`config.mk`:
```
export PLATFORM = sky130hd
export DESIGN_NAME = crc_decoder
export DESIGN_NICKNAME = d
export VERILOG_FILES = /design/src/rtl/crc_decoder.sv
export SDC_FILE = /design/constraint.sdc
export NUM_CORES = 1
export LEC_CHECK = 0
export CORE_ASPECT_RATIO = 0.75
export CORE_MARGIN = 1
export CORE_UTILIZATION = 40
export DETAILED_ROUTE_END_ITERATION = 6
export PLACE_DENSITY = 0.63
export SLEW_MARGIN = 20
export SYNTH_ARGS = -nofsm -noshare
export SYNTH_HDL_FRONTEND = slang
export SYNTH_SLANG_ARGS = --single-unit
```
`constraint.sdc`:
```
create_clock -name clk -period 3 [get_ports clk]
set_input_delay 0.45 -clock clk [delete_from_list [all_inputs] [get_ports clk]]
set_output_delay 0.45 -clock clk [all_outputs]
set_load 0.02 [all_outputs]
```
`src/rtl/crc_decoder.sv`:
```
// Bit-serial CRC checker: divides {data,crc} by the generator, one bit per clock.
// Reports the remainder as the syndrome along with an error flag and a done pulse.
module crc_decoder #(
    parameter int DATAWIDTH = 8,
    parameter int CRCWIDTH  = 4
) (
    input  logic                 clk,
    input  logic                 resetn,
    input  logic                 ctrlen,
    input  logic [DATAWIDTH-1:0] datain,
    input  logic [CRCWIDTH-1:0]  crcin,
    input  logic [CRCWIDTH:0]    genPoly,
    output logic [CRCWIDTH-1:0]  syndrome,
    output logic                 crcerror,
    output logic                 crcready,
    output logic                 busy
);

    localparam int N    = DATAWIDTH + CRCWIDTH;
    localparam int CNTW = $clog2(N);
    localparam logic [CNTW-1:0] LAST = CNTW'(N - 1);

    typedef enum logic [1:0] {
        IDLE,
        SHIFT,
        DONE
    } state_t;

    state_t              state_q;
    logic [N-1:0]        shreg_q;
    logic [CRCWIDTH-1:0] rem_q;
    logic [CRCWIDTH-1:0] rem_d;
    logic [CRCWIDTH-1:0] poly_q;
    logic [CNTW-1:0]     cnt_q;
    logic [CRCWIDTH-1:0] syndrome_q;
    logic                crcerror_q;
    logic                crcready_q;
    logic                busy_q;

    // The x^n term of the generator is implicit in the shift-out of rem MSB.
    logic unused_polytop;
    assign unused_polytop = genPoly[CRCWIDTH];

    always_comb begin
        rem_d = {rem_q[CRCWIDTH-2:0], shreg_q[N-1]};
        if (rem_q[CRCWIDTH-1]) begin
            rem_d = rem_d ^ poly_q;
        end
    end

    always_ff @(posedge clk) begin
        if (!resetn) begin
            state_q    <= IDLE;
            shreg_q    <= '0;
            rem_q      <= '0;
            poly_q     <= '0;
            cnt_q      <= '0;
            syndrome_q <= '0;
            crcerror_q <= 1'b0;
            crcready_q <= 1'b0;
            busy_q     <= 1'b0;
        end else begin
            crcready_q <= 1'b0;
            unique case (state_q)
                IDLE: begin
                    if (ctrlen) begin
                        shreg_q <= {datain, crcin};
                        poly_q  <= genPoly[CRCWIDTH-1:0];
                        rem_q   <= '0;
                        cnt_q   <= '0;
                        busy_q  <= 1'b1;
                        state_q <= SHIFT;
                    end
                end
                SHIFT: begin
                    rem_q   <= rem_d;
                    shreg_q <= {shreg_q[N-2:0], 1'b0};
                    cnt_q   <= cnt_q + 1'b1;
                    if (cnt_q == LAST) begin
                        syndrome_q <= rem_d;
                        crcerror_q <= |rem_d;
                        crcready_q <= 1'b1;
                        busy_q     <= 1'b0;
                        state_q    <= DONE;
                    end
                end
                DONE: begin
                    state_q <= IDLE;
                end
                default: begin
                    state_q <= IDLE;
                end
            endcase
        end
    end

    assign syndrome = syndrome_q;
    assign crcerror = crcerror_q;
    assign crcready = crcready_q;
    assign busy     = busy_q;

endmodule

```
==> impl_metrics.env <==
export IMPL_synthFlopType="dfxtp_1"
export IMPL_layout_worst_path_cycle_share_pct=60.9
export IMPL_synth_edf_count=0
export IMPL_die_h_um=52.6
export IMPL_startpoint_type="input port"
export IMPL_postCtsSetupRepairBufs=0
export IMPL_hp_class="reg2reg"
export IMPL_dp_hpwl_um=1930
export IMPL_grt_max_degree=29
export IMPL_synth_most_common_cell="dfxtp_1"
export IMPL_cts_clk_slew_worst_paths_ns=0.06
export IMPL_grt_pass1_wl_um=4960
export IMPL_status="completed"
export IMPL_grt_pass1_vias=1103
export IMPL_ys_ff_latch=33
export IMPL_drt_first_pass_iters=4
export IMPL_setup_violations_final=0
export IMPL_numCtsBuffers=5
export IMPL_drive_above_1_share_pct=7.07
export IMPL_synth_cell_types=33
export IMPL_ios=27
export IMPL_maxCapViolCount=0
export IMPL_finalClockSkew_ns=0.00409
export IMPL_antennaDiodeCount=0
export IMPL_core_area_um2=3080
export IMPL_end_kind="register"
export IMPL_gr_total_overflow=0
export IMPL_dp_slack_ns=0.902
export IMPL_finalHoldViolCount=0
export IMPL_critPathKind="in2reg"
export IMPL_yosysSeqAreaShare_pct=48.4
export IMPL_cpLargestDelayFamily="simple AND/OR/NAND/NOR gates"
export IMPL_io_buffers=25
export IMPL_yosys_top_cells_area="dfxtp_1 48%, a21oi_1 7.3%, nand2_1 6.9%"
export IMPL_syn_area_um2=1360
export IMPL_synth_top_area_cell="dfxtp_1"
export IMPL_fp_dieW_um=69.4
export IMPL_fillers=284
export IMPL_power_density_nw_per_um2=523
export IMPL_crit_fanout=16
export IMPL_insertion_delay_ns=0.28
export IMPL_period_needed_ns=1.83
export IMPL_wire_per_inst_um=12.5
export IMPL_num_nets_final=204
export IMPL_dr_total_vias=1157
export IMPL_drc_errors=0
export IMPL_rsz0062_at_grt="no"
export IMPL_place_gp_congestion=0.713
export IMPL_cts_buffer_depth=2
export IMPL_synth_cells=159
export IMPL_drv_slew=0
export IMPL_path_buf_inv=1
export IMPL_synth_fp_nets=180
export IMPL_yosys_warnings=0
export IMPL_synth_top_area_share_pct=48.4
export IMPL_cts_resized=0
export IMPL_area_delta_synth_final_pct=24.6
export IMPL_slew_headroom_pct=45.9
export IMPL_yosys_top_cells_count="33 x dfxtp_1, 25 x nand2_1, 20 x a21oi_1"
export IMPL_wirelength_um=2780
export IMPL_rows=17
export IMPL_tightest_slew_ns=0.812
export IMPL_syn_area_per_cell_um2=8.58
export IMPL_layout_setup_ws_ns=1.17
export IMPL_cts_sinks=33
export IMPL_cts_hold_buf=0
export IMPL_cp_slowest_cell="or3b_1"
export IMPL_antenna_found_initial=0
export IMPL_die_area_um2=3650
export IMPL_setup_tns_ns=0
export IMPL_worstPathRequired_ns=3.17
export IMPL_htreeDepth=2
export IMPL_async_flop_share_pct=0
export IMPL_path_cells="clkdlybuf4s50_1 -> or3b_1 -> and3_1 -> o21a_1"
export IMPL_cts_root_buffer="clkbuf_8"
export IMPL_start_util_pct=44.2
export IMPL_drt_iter0_drc=50
export IMPL_cts_tree="done"
export IMPL_grt_usage_pct=17.9
export IMPL_max_vdd_ir_drop_uv=244
export IMPL_cp_slowest_stage_delay_ns=0.61
export IMPL_avgViaCountPerCell=5.21
export IMPL_ant_nets=0
export IMPL_hold_slack_ns=0.458
export IMPL_cp_arrival_ns=2.00
export IMPL_p_leak_uw=0.000597
export IMPL_fmax_mhz=547
## cell type report
class / count / area, um^2 / share of cell area, %
Multi-Input combinational cell: 115 / 642 / 37.8
Clock buffer: 8 / 80.1 / 4.71
Sequential cell: 33 / 661 / 38.9
Inverter: 1 / 3.75 / 0.221
Timing Repair Buffer: 27 / 265 / 15.6
Tap cell: 38 / 47.5 / 2.80
## cells by family after synthesis
logic type	synth area share (%)
xor gates and xnor gates	3.21
DFF	48.4
AOI/OAI and AO/OA	20.2
buffers and inverters	4.49
and+or+nand+nor	22.8
adders and majority gates	0.917
## per-stage QoR
| stage | instances | cell area [um^2] | util (%) | total power [uW] |
|---|---|---|---|---|
| 2_1_floorplan | 159 | 1360 | - | 547 |
| 3_3_place_gp | 214 | 1620 | 52.5 | 583 |
| 3_5_place_dp | 214 | 1620 | 52.5 | 587 |
| 4_1_cts | 222 | 1700 | 55.1 | 901 |
| 5_1_grt | 222 | 1700 | 55.1 | 936 |
| 6_report | 222 | 1700 | 55.1 | 889 |
## routing by layer
| layer | track usage, % | vias up | part of all wire (%) |
|---|---|---|---|
| met3 | 5.58 | 7 | 5.0 |
| li1 | - | 602 | - |
| met2 | 28.2 | 26 | 41 |
| met4 | 8.16 | 0 | 1.6 |
| met1 | 22.7 | 522 | 52 |
| met5 | 0 | - | 0 |
## layout by cell type, fill, tap and decap left out, drive strengths merged
master          n
a22oi           8
nand4           1
xor2            4
nor2           20
xnor2           1
o21ai           3
nor3b           1
nand2b          1
buf             2
nand3           7
nand4b          1
nand2          26
or3b            1
o221ai          4
clkdlybuf4s50  25
nor3            4
ha              1
a211oi          3
nand3b          2
o21a            4
inv             1
a31oi           1
a21oi          20
dfxtp          33
nor2b           1
and3            1
clkbuf          8
## power by group
group	internal, uW	total (uW)	switching, uW	leakage, uW
Clock	165	312	147	0.0000395
Combinational	48.5	104	55.8	0.000288
Sequential	459	473	14.2	0.000269
## state kept, by name (all words and copies together) (netlist names)
name      cells
rem_q         4
shreg_q      12
poly_q        4
syndrome      4
cnt_q         4
busy          1
crcerror      1
crcready      1
state_q       2
## worst register-to-register path, delay by kind of cell (launching register included)
family / cells / cell delay, ns
compound gates: 2 / 0.26
flops: 1 / 0.37
simple gates: 2 / 0.80
## path summary, 6_finish.rpt
path / start / endpoint / slack, ns / depth (start not counted)
max: ctrlen / cnt_q[3] / 1.17 / 4
min: shreg_q[1] / shreg_q[1] / 0.46 / 2
max reg2reg: state_q[1] / crcerror / 1.45 / 4
min reg2reg: shreg_q[1] / shreg_q[1] / 0.46 / 2
Power figures use the tool's default switching activity.
